===== src/rtl/addsub_share_arbiter_if.sv =====
// Request/response bundle between the two operand sequencers and the shared
// add/sub arbiter. The master side is the sequencer pair; the slave side is the arbiter.
interface addsub_share_arbiter_if #(
  parameter int WIDTH = 4
);
  logic             req0_valid;
  logic             req0_ready;
  logic [WIDTH-1:0] req0_a;
  logic [WIDTH-1:0] req0_b;
  logic             req0_sub;
  logic             rsp0_valid;
  logic             rsp0_ack;
  logic [WIDTH-1:0] rsp0_sumdiff;
  logic             rsp0_carryborrow;

  logic             req1_valid;
  logic             req1_ready;
  logic [WIDTH-1:0] req1_a;
  logic [WIDTH-1:0] req1_b;
  logic             req1_sub;
  logic             rsp1_valid;
  logic             rsp1_ack;
  logic [WIDTH-1:0] rsp1_sumdiff;
  logic             rsp1_carryborrow;

  logic             busy;

  modport master (
    output req0_valid, req0_a, req0_b, req0_sub, rsp0_ack,
    output req1_valid, req1_a, req1_b, req1_sub, rsp1_ack,
    input  req0_ready, rsp0_valid, rsp0_sumdiff, rsp0_carryborrow,
    input  req1_ready, rsp1_valid, rsp1_sumdiff, rsp1_carryborrow,
    input  busy
  );

  modport slave (
    input  req0_valid, req0_a, req0_b, req0_sub, rsp0_ack,
    input  req1_valid, req1_a, req1_b, req1_sub, rsp1_ack,
    output req0_ready, rsp0_valid, rsp0_sumdiff, rsp0_carryborrow,
    output req1_ready, rsp1_valid, rsp1_sumdiff, rsp1_carryborrow,
    output busy
  );
endinterface


===== src/rtl/addsub_share_arbiter.sv =====
// Round-robin arbiter sharing one WIDTH-bit adder/subtractor between two requesters;
// each accepted operation runs IDLE -> EXEC -> RESP and returns a held result.
module addsub_share_arbiter #(
  parameter int WIDTH = 4
) (
  input  logic                 clk,
  input  logic                 rst,
  addsub_share_arbiter_if.slave bus
);

  typedef enum logic [1:0] {
    IDLE = 2'd0,
    EXEC = 2'd1,
    RESP = 2'd2
  } state_t;

  state_t           state_reg;
  logic             ptr_reg;
  logic             owner_reg;
  logic             busy_reg;
  logic [WIDTH-1:0] op_a_reg;
  logic [WIDTH-1:0] op_b_reg;
  logic             op_sub_reg;
  logic [1:0]       rsp_valid_reg;
  logic [1:0]       rsp_cb_reg;
  logic [WIDTH-1:0] rsp_sumdiff_reg [2];

  logic [1:0]       req_valid;
  logic [1:0]       req_sub;
  logic [1:0]       rsp_ack;
  logic [1:0]       req_ready;
  logic [WIDTH-1:0] req_a [2];
  logic [WIDTH-1:0] req_b [2];

  assign req_valid = {bus.req1_valid, bus.req0_valid};
  assign req_sub   = {bus.req1_sub, bus.req0_sub};
  assign rsp_ack   = {bus.rsp1_ack, bus.rsp0_ack};
  assign req_a[0]  = bus.req0_a;
  assign req_a[1]  = bus.req1_a;
  assign req_b[0]  = bus.req0_b;
  assign req_b[1]  = bus.req1_b;

  // A lone requester always wins; on contention the pointer decides.
  logic winner;
  logic grant_any;

  always_comb begin
    winner = ptr_reg;
    if (req_valid == 2'b01) begin
      winner = 1'b0;
    end else if (req_valid == 2'b10) begin
      winner = 1'b1;
    end
  end

  assign grant_any = (state_reg == IDLE) && (|req_valid) && !rst;

  genvar gi;
  generate
    for (gi = 0; gi < 2; gi++) begin : g_ready
      assign req_ready[gi] = grant_any && (winner == (gi == 1));
    end
  endgenerate

  // Subtraction is a + ~b + 1, so the carry out reads as "no borrow".
  logic [WIDTH-1:0] b_eff;
  logic [WIDTH:0]   result;

  assign b_eff  = op_b_reg ^ {WIDTH{op_sub_reg}};
  assign result = {1'b0, op_a_reg} + {1'b0, b_eff} + {{WIDTH{1'b0}}, op_sub_reg};

  always_ff @(posedge clk or posedge rst) begin
    if (rst) begin
      state_reg          <= IDLE;
      ptr_reg            <= 1'b0;
      owner_reg          <= 1'b0;
      busy_reg           <= 1'b0;
      op_a_reg           <= '0;
      op_b_reg           <= '0;
      op_sub_reg         <= 1'b0;
      rsp_valid_reg      <= 2'b00;
      rsp_cb_reg         <= 2'b00;
      rsp_sumdiff_reg[0] <= '0;
      rsp_sumdiff_reg[1] <= '0;
    end else begin
      case (state_reg)
        IDLE: begin
          if (grant_any) begin
            owner_reg  <= winner;
            op_a_reg   <= req_a[winner];
            op_b_reg   <= req_b[winner];
            op_sub_reg <= req_sub[winner];
            busy_reg   <= 1'b1;
            state_reg  <= EXEC;
          end
        end
        EXEC: begin
          rsp_sumdiff_reg[owner_reg] <= result[WIDTH-1:0];
          rsp_cb_reg[owner_reg]      <= result[WIDTH];
          rsp_valid_reg[owner_reg]   <= 1'b1;
          state_reg                  <= RESP;
        end
        RESP: begin
          // Only the owner's ack closes the transaction.
          if (rsp_ack[owner_reg]) begin
            rsp_valid_reg[owner_reg] <= 1'b0;
            ptr_reg                  <= ~owner_reg;
            busy_reg                 <= 1'b0;
            state_reg                <= IDLE;
          end
        end
        default: begin
          busy_reg  <= 1'b0;
          state_reg <= IDLE;
        end
      endcase
    end
  end

  assign bus.req0_ready       = req_ready[0];
  assign bus.req1_ready       = req_ready[1];
  assign bus.rsp0_valid       = rsp_valid_reg[0];
  assign bus.rsp1_valid       = rsp_valid_reg[1];
  assign bus.rsp0_sumdiff     = rsp_sumdiff_reg[0];
  assign bus.rsp1_sumdiff     = rsp_sumdiff_reg[1];
  assign bus.rsp0_carryborrow = rsp_cb_reg[0];
  assign bus.rsp1_carryborrow = rsp_cb_reg[1];
  assign bus.busy             = busy_reg;

endmodule

===== src/flat_wrapper.sv =====
// flat-port wrapper written by rule: the top's interface ports become plain ports
module addsub_share_arbiter_flat 
#(
  parameter int WIDTH = 4
)
  (clk, rst, bus_req0_valid, bus_req0_a, bus_req0_b, bus_req0_sub, bus_rsp0_ack, bus_req1_valid, bus_req1_a, bus_req1_b, bus_req1_sub, bus_rsp1_ack, bus_req0_ready, bus_rsp0_valid, bus_rsp0_sumdiff, bus_rsp0_carryborrow, bus_req1_ready, bus_rsp1_valid, bus_rsp1_sumdiff, bus_rsp1_carryborrow, bus_busy);
  addsub_share_arbiter_if #(.WIDTH(WIDTH)) bus_i ();
  input  logic clk;
  input  logic rst;
  input wire logic [$bits(bus_i.req0_valid)-1:0] bus_req0_valid;
  input wire logic [$bits(bus_i.req0_a)-1:0] bus_req0_a;
  input wire logic [$bits(bus_i.req0_b)-1:0] bus_req0_b;
  input wire logic [$bits(bus_i.req0_sub)-1:0] bus_req0_sub;
  input wire logic [$bits(bus_i.rsp0_ack)-1:0] bus_rsp0_ack;
  input wire logic [$bits(bus_i.req1_valid)-1:0] bus_req1_valid;
  input wire logic [$bits(bus_i.req1_a)-1:0] bus_req1_a;
  input wire logic [$bits(bus_i.req1_b)-1:0] bus_req1_b;
  input wire logic [$bits(bus_i.req1_sub)-1:0] bus_req1_sub;
  input wire logic [$bits(bus_i.rsp1_ack)-1:0] bus_rsp1_ack;
  output wire logic [$bits(bus_i.req0_ready)-1:0] bus_req0_ready;
  output wire logic [$bits(bus_i.rsp0_valid)-1:0] bus_rsp0_valid;
  output wire logic [$bits(bus_i.rsp0_sumdiff)-1:0] bus_rsp0_sumdiff;
  output wire logic [$bits(bus_i.rsp0_carryborrow)-1:0] bus_rsp0_carryborrow;
  output wire logic [$bits(bus_i.req1_ready)-1:0] bus_req1_ready;
  output wire logic [$bits(bus_i.rsp1_valid)-1:0] bus_rsp1_valid;
  output wire logic [$bits(bus_i.rsp1_sumdiff)-1:0] bus_rsp1_sumdiff;
  output wire logic [$bits(bus_i.rsp1_carryborrow)-1:0] bus_rsp1_carryborrow;
  output wire logic [$bits(bus_i.busy)-1:0] bus_busy;
  assign bus_i.req0_valid = bus_req0_valid;
  assign bus_i.req0_a = bus_req0_a;
  assign bus_i.req0_b = bus_req0_b;
  assign bus_i.req0_sub = bus_req0_sub;
  assign bus_i.rsp0_ack = bus_rsp0_ack;
  assign bus_i.req1_valid = bus_req1_valid;
  assign bus_i.req1_a = bus_req1_a;
  assign bus_i.req1_b = bus_req1_b;
  assign bus_i.req1_sub = bus_req1_sub;
  assign bus_i.rsp1_ack = bus_rsp1_ack;
  assign bus_req0_ready = bus_i.req0_ready;
  assign bus_rsp0_valid = bus_i.rsp0_valid;
  assign bus_rsp0_sumdiff = bus_i.rsp0_sumdiff;
  assign bus_rsp0_carryborrow = bus_i.rsp0_carryborrow;
  assign bus_req1_ready = bus_i.req1_ready;
  assign bus_rsp1_valid = bus_i.rsp1_valid;
  assign bus_rsp1_sumdiff = bus_i.rsp1_sumdiff;
  assign bus_rsp1_carryborrow = bus_i.rsp1_carryborrow;
  assign bus_busy = bus_i.busy;
  addsub_share_arbiter #(.WIDTH(WIDTH)) u_core (.clk(clk), .rst(rst), .bus(bus_i));
endmodule

===== config.mk =====
export PLATFORM = sky130hd
export DESIGN_NAME = addsub_share_arbiter_flat
export DESIGN_NICKNAME = d
export VERILOG_FILES = /design/src/rtl/addsub_share_arbiter_if.sv /design/src/rtl/addsub_share_arbiter.sv /design/src/flat_wrapper.sv
export SDC_FILE = /design/constraint.sdc
export NUM_CORES = 1
export LEC_CHECK = 0
export BUFFER_PORTS_ARGS = -buffer_cell sky130_fd_sc_hd__buf_2
export CAP_MARGIN = 15
export CORE_MARGIN = 2
export CORE_UTILIZATION = 54
export CTS_CLUSTER_SIZE = 14
export DETAILED_ROUTE_END_ITERATION = 7
export PLACE_DENSITY_LB_ADDON = 0.15
export SYNTH_ARGS = -nofsm -noshare
export SYNTH_HDL_FRONTEND = slang
export SYNTH_SLANG_ARGS = --single-unit

===== constraint.sdc =====
create_clock -name clk -period 3.45 [get_ports clk]
set_clock_uncertainty 0.2 [all_clocks]
set_input_delay 0.8625 -clock clk [delete_from_list [all_inputs] [get_ports clk]]
set_output_delay 0.8625 -clock clk [all_outputs]
set_load 0.05 [all_outputs]

* Word-level counts from Yosys, hierarchy flattened
Index checks and enable logic that the tools add are counted.
** Storage, ports and cells
- Flip-flop bits (word level) :: 26
- Input port bits :: 24
- Word-level logic and storage cells :: 75
** Operators by class
- Add/subtract/negate cells :: 2
- Magnitude comparators :: 6
- Eq/ne operators :: 6
- Multiplexer cells :: 26
- Bitwise logic cells :: 9
- Reductions and logical operators :: 15
** Operators by type and width (number)
- $mux 4 :: 7
- $mux 1 :: 9
- $bwmux 8 :: 1
- $reduce_and 2->1 :: 4
- $logic_and 1x1->1 :: 6
- $mux 2 :: 3
- $pmux 2 s3 :: 1
- $add 4x4->5 :: 1
- $add 5x1->5 :: 1
- $demux 4 s1 :: 1
- $eq 2x1->1 const B :: 2
- $eq 2x2->1 const B :: 2
- $ge 2x2->1 const B :: 2
- $lt 1x2->1 const B :: 2
- $ne 2x1->1 const B :: 2
- $not 1->2 :: 2
- $pmux 2 s2 :: 1
- $xor 4x4->4 :: 1
- $not 1->1 :: 3
- $pmux 1 s3 :: 1
- $reduce_and 3->1 :: 1
- $and 2x2->2 :: 1
- $bwmux 2 :: 1
- $logic_not 2->1 :: 1
- 8 further kinds :: 8

* Depth between registers and ports, before layout
Gate-level depths: netlist of the first run.
- Depth in word-level cells :: 8
- Depth in mapped cells :: 7

* Worst setup path after synthesis of the first run
Ideal clock, no wire load.
- Kind :: input to output
- Start :: input port rst
- End :: output port bus_req1_ready
- Arrival :: 1.750 ns
- Data required time :: 2.388 ns
- Setup slack :: 0.637 ns
- Stages on the path :: 3
- Buffers on the path :: 1
- Cells stage by stage :: nor4_4 buf_6 and2_1
** Between the ends
- Cells in the longest elaborated chain, start to end :: 3
** Ends and longest elaborated chain
- from (decl) :: RTL line flat_wrapper.sv:9 : input logic rst;
- $logic_not 1->1 :: RTL line addsub_share_arbiter.sv:56 : assign grant_any = (state_reg == IDLE) && (|req_valid) && !rst;
- $logic_and 1x1->1 :: RTL line addsub_share_arbiter.sv:56
- $logic_and 1x1->1 :: RTL line addsub_share_arbiter.sv:61 : assign req_ready[gi] = grant_any && (winner == (gi == 1));
- to (decl) :: RTL line flat_wrapper.sv:24 : output wire logic [$bits(bus_i.req1_ready)-1:0] bus_req1_ready;
Every way passes these cells.

* Final worst setup path of the first run
- Start :: input port bus_req0_valid
- End :: output port bus_req0_ready
** Between the ends
- Cells in the longest elaborated chain, start to end :: 5
** Ends and longest elaborated chain
- from (decl) :: RTL line flat_wrapper.sv:10 : input wire logic [$bits(bus_i.req0_valid)-1:0] bus_req0_valid;
- $eq 2x2->1 :: RTL line addsub_share_arbiter.sv:51 : end else if (req_valid == 2'b10) begin
- $mux 1 :: RTL line addsub_share_arbiter.sv:51
- $mux 1 :: RTL line addsub_share_arbiter.sv:49 : if (req_valid == 2'b01) begin
- $not 1->1 :: RTL line addsub_share_arbiter.sv:61
- $logic_and 1x1->1 * :: RTL line addsub_share_arbiter.sv:61
- to (decl) :: RTL line flat_wrapper.sv:20 : output wire logic [$bits(bus_i.req0_ready)-1:0] bus_req0_ready;
Every way passes the cells marked *; elsewhere a longest branch is shown, timed or not.

==> metrics.txt, run 1 <==
post-layout util ~70%; Mapped Cells 130; Port Buf Inserts 38; Die Y approximately 54 um; Max IR drop VDD between 0.0006 and 0.0007 V; Ant. Diodes 0; Finished Layout Cells a little under 200; Fin Setup TNS 0 ns; Starting Density 58.44%; worst-margin pin slew 0.9646 ns; Avg WL per Cell 11.54 um; status complete, no violations; Setup Fix Bufs, Post-CTS 0; CTS clk-pin slew, worst paths roughly 0.15 ns; CP max stage delay between 0.4 and 0.5 ns; hold crit path type reg -> reg; Max Fclk approximately 330 MHz; Post-CTS Resized 0; Area Growth Syn to Fin 18.44%; Synth Warn # 0; largest net degree at the start of global routing 27; CP delay by family, top adder cells; die width 53.63 um; fin area between 1500 and 2000 um2; Clock Path Buffers 2; CTS root buf clkbuf_4; setup repair after global routing missed its margin no; die area around 2900 um2; share of the synthesized area in the top cell type roughly half; final setup fails 0; Power Density approximately 1100 nW/um2; flops & latches, synth 26; vias per cell just over 5; crit-path cells buf_2 -> inv_1 -> maj3_2 -> and2b_1 -> buf_2; share of cells above drive strength 1 about a third; dpl cells between 150 and 200; Cell Rows 17; gpl congestion 0.7892; kind of critical path in -> out; vias in the first global route 832; clk_lat worst skew ~0.33 ns; CP Buf/Inv Count 3; CP required between 2 and 2.5 ns; Syn Std Cell Area 1330 um2; Synth Area per Inst 10.23 um2; Crit Path Max Fanout 11; DRT iter0 DRCs 13; Tcrit/Tclk final 86.89%; area leader, netlist dfrtp_1; Layout Nets 198; drt drc 0; syn_nets about 160; total routed wirelength between 2000 and 2500 um; synth top area cells dfrtp_1 (49%), mux2i_1 (7.5%), a21oi_2 (4.6%), nor2_1 (4.5%), nand2_1 (4.0%); Worst Setup End Kind output port; CTS Buf Count 3; Final Critical Period roughly 3 ns; Total GRT Usage 17.42%; Top cell by count, worst path buf_2; global-route wire length before repair between 3000 and 4000 um; grt ovf 0; cell at the slowest stage of the critical path maj3_2; Vias slightly below 1k; first-pass iteration count of the detailed router 4; Post-DP HPWL roughly 1700 um; Final Max Slew Viols 0; # H-tree levels 1; placed instance area around 1500 um2; core box area 2276 um2; FF-to-FF setup slack around 1.6 ns; final hold vios 0; maxcap violations 0; Worst setup SP type primary input; Post-CTS Hold Buffers 0; Slew headroom a little over a third; count of cell types in the netlist 28; register area share after synthesis between 40% and 50%; post-route ant nets 0; CTS tree built; initial antenna violation count 0; critical path arrival ~1.9 ns; P_leak between 0.8 and 0.9 nW; I/O pin count 39; Clock Sinks 26
## logic make-up (layout without fill, tap and decap cells)
group | after synthesis | in the layout | share of synthesized area, %
adder cells (fa/ha/maj) | 6 | 6 | 6.115
XOR/XNOR | 6 | 6 | 3.951
AND/OR/NAND/NOR | 40 | 40 | 14.30
buffers and inverters | 11 | 49 | 4.704
multiplexers | 11 | 11 | 8.373
flip-flops | 26 | 26 | 48.92
AO/OA/AOI/OAI | 30 | 30 | 13.64
## power by group
group	switching [W]	leakage, nW	internal (W)
Clock	0.0000929	0.0279	0.000118
Sequential	0.000117	0.309	0.000439
Combinational	0.000595	0.470	0.000332
## cell usage after synthesis
master and n:
mux2i_1 10, or2_0 1, o21ai_0 7, buf_4 1, xnor2_1 2, maj3_2 1
a21oi_1 8, inv_1 6, and2_1 1, mux2_2 1, fa_1 1, dfrtp_1 26
nand3b_1 1, nor4_4 1, nor2_1 16, o21ai_1 6, and2b_1 1, buf_6 2
nor2b_1 1, buf_2 2, ha_1 4, a21oi_2 7, a21o_1 1, xor2_1 4
nand2b_1 2, o21a_1 1, nand3_1 2, nand2_1 14
## through the flow
| step | total power [W] | hold WS, ns | setup slack (ns) |
|---|---|---|---|
| floorplan | 0.001317 | 0.2806 | 0.6374 |
| global placement | 0.001464 | 0.2560 | 0.4669 |
| detailed placement | 0.001494 | 0.2657 | 0.4543 |
| CTS | 0.001708 | 0.2990 | 0.4465 |
| global route | 0.001839 | 0.3149 | 0.4170 |
| finish | 0.001693 | 0.2961 | 0.4522 |
## worst register-to-register path, cell delays in order (launching register included)
cell     delay [ns]
dfrtp_1        0.48
xor2_1         0.23
inv_1          0.09
fa_1           0.43
inv_1          0.07
a21o_1         0.11
a21oi_1        0.08
o21ai_0        0.14
## cells in the final DEF (no fill, tap or decap), drive strengths merged
cell type,n
maj3,1
or2,1
nand2,14
bufinv,1
and2b,1
inv,6
nand2b,2
o21a,1
nand3,2
xnor2,2
clkbuf,3
dfrtp,26
mux2i,10
ha,4
buf,39
fa,1
nor2,16
nor2b,1
o21ai,13
and2,1
mux2,1
a21o,1
nand3b,1
a21oi,15
xor2,4
nor4,1
## routing by layer
metal / GRT usage (%) / vias up / part of all wire, %
li1: - / 516 / -
met1: 22.68 / 441 / 50
met2: 28.19 / 30 / 43
met3: 2.500 / 4 / 5.1
met4: 8.974 / 0 / 1.6
met5: 0 / - / 0
## area by class of cell
class	instances	area, um2
Inverter	6	22.52
Multi-Input combinational cell	93	616.8
Clock inverter	1	30.03
Tap cell	28	35.03
Timing Repair Buffer	39	197.7
Fill cell	188	700.7
Sequential cell	26	650.6
Clock buffer	3	22.52
## final timing paths
| check | cells past startpoint | end | start |
|---|---|---|---|
| setup / recovery | 5 | bus_req0_ready | bus_req0_valid |
| hold / removal | 2 | u_core.bus.rsp1_sumdiff[2] | u_core.bus.rsp1_sumdiff[2] |
| setup reg to reg | 7 | u_core.rsp_cb_reg[1] | u_core.op_sub_reg |
| hold reg to reg | 2 | u_core.bus.rsp1_sumdiff[2] | u_core.bus.rsp1_sumdiff[2] |
| max in group asynchronous | 2 | async pin | rst |
| min in group asynchronous | 2 | u_core.bus.rsp1_sumdiff[3] | rst |
No activity file was read; power rests on OpenSTA's default activity.
==> run 2, diff against run 1 <==
Settings changed: CORE_MARGIN 2 to default.
==> run 2 against run 1 <==
Effect of this change:
- critical endpoint unchanged
- first-iteration DRC count up 77%
- final area shrank 1.9%
- clock power fell by 40%
- setup slack worse by 0.0063 ns
- via count rose by 2.4%
- sequential share of layout area up 0.80 points
- register-to-register slack about the same
- critical path depth did not move
- die area fell by 7.3%
- global-route usage increased by 4.3 points
- clock-buffer cell count stayed put
- non-clock buffer count unchanged
==> metrics.txt, run 2 (synthesis results as in run 1) <==
Avg WL per Cell 12.07 um (+4.6%); Power Density 1048 nW/um2 (-2.5%); CP required 2.39 ns (about the same); Final Max Slew Viols 0 (unchanged); initial antenna violation count 0 (unchanged); global-route wire length before repair 4229 um (+18%); CTS root buf clkbuf_4; Layout Nets 198 (unchanged); kind of critical path in -> out; switching share of power 49.82% (+2.3 points); Metal-1 WL 1070 um (-5.1%); Post-CTS Resized 0 (unchanged); worst-margin pin slew 0.9733 ns (+0.008694 ns); setup repair after global routing missed its margin no; CTS clk-pin slew, worst paths 0.13 ns (-0.02 ns); status complete, no violations; vias per cell 5.205 (+2.9%); Slew headroom 35.04% (-0.58 points); Worst Setup End Kind output port; P_leak 0.7935 nW (-1.8%); Crit Path Max Fanout 11 (unchanged); Port Buf Inserts 38 (unchanged); pre-CTS WS 0.4464 ns (-0.007816 ns); Worst setup SP type primary input; most common cell after layout, fill and taps aside buf_2; net switching power 0.0008064 W (+0.20%); Cell Rows 17 (unchanged); first-pass iteration count of the detailed router 4 (unchanged); hold_sp u_core.bus.rsp1_sumdiff[2]; Setup Fix Bufs, Post-CTS 0 (unchanged); Area Growth Syn to Fin 16.18%; hold crit path type reg -> reg; Fin Setup TNS 0 ns (unchanged); die area 2666 um2 (-7.3%); Max IR drop VDD 0.0005489 V (-12%); die width 51.63 um (-3.7%); I/O pin count 39 (unchanged); core box area 2276 um2 (unchanged); routed wl met2 1142 um (+16%); drt drc 0 (unchanged); gpl congestion 0.7881 (-0.14%); critical path arrival 1.94 ns (about the same); Ant. Diodes 0 (unchanged); Clock power frac 7.8% (-4.6 points); fillcell total 192 (+2.1%); Highest Signal Layer met4; Die Y 51.63 um (-3.7%); Final Critical Period 3.004 ns (+0.006252 ns); Tcrit/Tclk final 87.07% (+0.18 points); CTS tree built; vias in the first global route 973 (+17%); final worst setup slack 0.4460 ns (-0.006252 ns); maxcap violations 0 (unchanged); DRT iter0 DRCs 23 (+10); Vias 1015 (+2.4%); share of cells above drive strength 1 31.14% (-0.41 points); Int Pwr 0.0008124 W (-8.5%); Starting Density 58.44% (unchanged); Worst Setup SP bus_req0_valid; post-route ant nets 0 (unchanged); # H-tree levels 1 (unchanged); CTS Buf Count 3 (unchanged); Total GRT Usage 21.72% (+4.3 points); Logic pwr share 57.8% (+3.1 points); Max Fclk 332.9 MHz (-0.21%); Met3 Wirelength 90 um (-22%); Clock Sinks 26 (unchanged); most frequent cells in the layout buf_2 (38), dfrtp_1 (26), nor2_1 (16), nand2_1 (14), mux2i_1 (10); final setup fails 0 (unchanged); Post-CTS Hold Buffers 0 (unchanged); final hold vios 0 (unchanged); grt ovf 0 (unchanged); reg2reg start u_core.op_sub_reg; Clock Path Buffers 2 (unchanged); largest net degree at the start of global routing 27 (unchanged); share of power burned in registers 34.4% (+1.6 points); Post-DP HPWL 1796 um (+7.0%); clk_lat worst skew 0.32 ns (about the same); total routed wirelength 2354 um (+4.1%)
==> run 2: worst paths after layout <==
| kind | to | slack, ns | cells past startpoint |
|---|---|---|---|
| max | bus_req0_ready | 0.45 | 5 |
| min | u_core.bus.rsp1_sumdiff[2] | 0.29 | 2 |
| max reg2reg | u_core.rsp_cb_reg[1] | 1.55 | 7 |
| min reg2reg | u_core.bus.rsp1_sumdiff[2] | 0.29 | 2 |
| max in group asynchronous | u_core.op_b_reg[3] | 1.89 | 2 |
| min in group asynchronous | u_core.op_a_reg[3] | 0.58 | 2 |
==> run 2: area by class of cell <==
class | count | area (um2) | share of cell area, %
clock buffers | 3 | 22.52 | 1.457
inverters | 6 | 22.52 | 1.457
multi-input cells | 93 | 616.8 | 39.92
flip-flops and latches | 26 | 650.6 | 42.11
well taps | 28 | 35.03 | 2.267
repair buffers | 39 | 197.7 | 12.79
==> run 2: power by group through the flow <==
stage	logic [W]	registers, W	clock network (W)
final	0.000935	0.000557	0.000127
after detailed placement	0.000940	0.000565	0
after CTS	0.000945	0.000558	0.000132
after floorplan	0.000552	0.000766	0
after global placement	0.000908	0.000555	0
after global routing	0.00105	0.000580	0.000139
==> run 2: routing by layer <==
metal	GRT usage (%)	up-vias
met1	28.00	464
met2	35.93	31
met3	2.632	6
met5	0	-
met4	10.81	0
li1	-	514
==> run 2: critical path, cell delays in order <==
cell and delay, ns:
buf_2 0.09, inv_1 0.04, maj3_2 0.43, and2b_1 0.25, buf_2 0.26
==> run 2: stage by stage <==
stage / utilization [%] / hold WS [ns] / instance area [um2] / power (W) / cells
floorplan: - / 0.2806 / 1330 / 0.001317 / 130
global placement: 66.90 / 0.2560 / 1523 / 0.001463 / 192
detailed placement: 66.90 / 0.2657 / 1523 / 0.001505 / 192
CTS: 67.89 / 0.2970 / 1545 / 0.001635 / 195
global route: 67.89 / 0.3171 / 1545 / 0.001769 / 195
finish: 67.89 / 0.2930 / 1545 / 0.001619 / 195
==> run 3, diff against run 2 <==
Settings changed: BUFFER_PORTS_ARGS -buffer_cell sky130_fd_sc_hd__buf_2 to -buffer_cell sky130_fd_sc_hd__clkbuf_2.
==> run 3 against run 2 <==
Effect of this change:
- die area unchanged
- final area up 0.89%
- wire length down 1.8%
- critical path depth unchanged
- clock-buffer cell count up 1
- core utilization up 0.60 points
- maximum frequency down 1.5%
- via count down 2.5%
- sequential power about the same
- non-clock buffer count unchanged
- global-route usage down 1.3 points
- first-iteration DRC count down 87%
==> metrics.txt, run 3 (synthesis results as in run 1) <==
status complete, no violations; maxcap violations 0 (unchanged); fillcell total 195 (+1.6%); Final Critical Period 3.048 ns (+0.04434 ns); Area Growth Syn to Fin 17.22%; post-route ant nets 0 (unchanged); DRT iter0 DRCs 3 (-87%); Ant. Diodes 0 (unchanged); Multi-input gate area 616.8 um2 (unchanged); final hold vios 0 (unchanged); Post-CTS Hold Buffers 0 (unchanged); R2R depth 7 (unchanged); CP required 2.39 ns (about the same); crit-path cells clkbuf_2 -> inv_1 -> maj3_2 -> and2b_1 -> clkbuf_2; overall power 0.001645 W (+1.6%); Post-CTS Resized 0 (unchanged); clk_lat worst skew 0.32 ns (about the same); gpl congestion 0.7764 (-1.5%); Total GRT Usage 20.46% (-1.3 points); die area 2666 um2 (unchanged); setup repair after global routing missed its margin no; Fin Setup TNS 0 ns (unchanged); Cell Rows 17 (unchanged); worst-margin pin slew 0.9696 ns (-0.003703 ns); share of cells above drive strength 1 31.55% (+0.41 points); critical path arrival 1.99 ns (+0.05 ns); kind of critical path in -> out; core box area 2276 um2 (unchanged); hold_sp u_core.bus.rsp1_sumdiff[2]; final worst setup slack 0.4016 ns (-0.04434 ns); vias in the first global route 935 (-3.9%); Crit Path Max Fanout 11 (unchanged); die width 51.63 um (unchanged); CP delay by family, top adder cells; Max Fclk 328.0 MHz (-1.5%); final setup fails 0 (unchanged); Post-DP HPWL 1793 um (-0.19%); CP Buf/Inv Count 3 (unchanged); most common cell after layout, fill and taps aside clkbuf_2; Avg WL per Cell 11.79 um (-2.3%); Top cell by count, worst path clkbuf_2; total routed wirelength 2311 um (-1.8%); register area 650.6 um2 (unchanged); CTS root buf clkbuf_4; initial antenna violation count 0 (unchanged); P_leak 0.8009 nW (+0.94%); Port Buf Inserts 38 (unchanged); hold crit path type reg -> reg; reg2reg start u_core.op_sub_reg; Max IR drop VDD 0.0006056 V (+10%); Power Density 1055 nW/um2 (+0.71%); grt ovf 0 (unchanged); dpl cells 192 (unchanged); most frequent cells in the layout clkbuf_2 (38), dfrtp_1 (26), nor2_1 (16), nand2_1 (14), mux2i_1 (10); worst hold slack 0.2962 ns (+0.003236 ns); Tcrit/Tclk final 88.36% (+1.3 points); Final Max Slew Viols 0 (unchanged); global-route wire length before repair 3960 um (-6.4%); Worst setup SP type primary input; CTS clk-pin slew, worst paths 0.14 ns (about the same); Setup Fix Bufs, Post-CTS 0 (unchanged); vias per cell 5.051 (-3.0%); Starting Density 58.44% (unchanged); Layout Nets 198 (unchanged); CTS tree built; Worst Setup End Kind output port; Die Y 51.63 um (unchanged); Finished Layout Cells 196 (+0.51%); capturing point of the worst reg2reg path u_core.rsp_cb_reg[1]; largest net degree at the start of global routing 27 (unchanged); cell at the slowest stage of the critical path maj3_2; drt drc 0 (unchanged); first-pass iteration count of the detailed router 3 (-1); Slew headroom 35.29% (+0.25 points); # H-tree levels 1 (unchanged); CP max stage delay 0.44 ns (about the same); Vias 990 (-2.5%); FF-to-FF setup slack 1.57 ns (+0.02 ns); Clock Sinks 26 (unchanged); pre-CTS WS 0.4046 ns (-0.04181 ns); Hold Path Depth 2 (unchanged); Clock Path Buffers 2 (unchanged); Hold Path Sink u_core.bus.rsp1_sumdiff[2]; CTS Buf Count 3 (unchanged); I/O pin count 39 (unchanged)
==> run 3: through the flow <==
stage	util, %	area [um2]
detailed placement	66.90	1523
finish	68.50	1559
global route	68.50	1559
floorplan	-	1330
global placement	66.90	1523
CTS	68.50	1559
==> run 3: area by class of cell <==
type	instances	area share (%)
Sequential cell	26	41.73
Clock buffer	4	2.327
Inverter	6	1.445
Tap cell	28	2.247
Multi-Input combinational cell	93	39.57
Timing Repair Buffer	39	12.68
==> run 3: metal layers <==
metal | share of wire (%) | GRT usage [%] | up-vias
li1 | - | - | 508
met1 | 46 | 24.91 | 451
met2 | 49 | 34.85 | 27
met3 | 3.6 | 2.924 | 4
met4 | 1.5 | 10.81 | 0
met5 | 0 | 0 | -
==> run 3: tightest hold or removal path, delay by kind of cell (launching register included) <==
family | cells | cell delay [ns]
AO/OA/AOI/OAI | 1 | 0.06
flip-flops | 1 | 0.37
AND/OR/NAND/NOR | 1 | 0.04
==> run 3: report_power, final <==
group	internal [W]	switching, W	total, W	leakage (nW)
Combinational	0.000332	0.000603	0.000935	0.471
Clock	0.0000646	0.0000891	0.000154	0.0210
Sequential	0.000439	0.000117	0.000557	0.309
Total	0.000835	0.000809	0.00164	0.801
==> run 3: how the worst max path moves through the flow <==
| stage | to | cells after the start | slack (ns) | from |
|---|---|---|---|---|
| final | bus_req0_ready | 5 | 0.40 | bus_req0_valid |
| after global routing | bus_req0_ready | 5 | 0.37 | bus_req0_valid |
| after CTS | bus_req0_ready | 5 | 0.40 | bus_req0_valid |
| after detailed placement | bus_req0_ready | 5 | 0.40 | bus_req0_valid |
| after global placement | bus_req0_ready | 5 | 0.45 | bus_req0_valid |
| after floorplan | bus_req1_ready | 3 | 0.64 | rst |
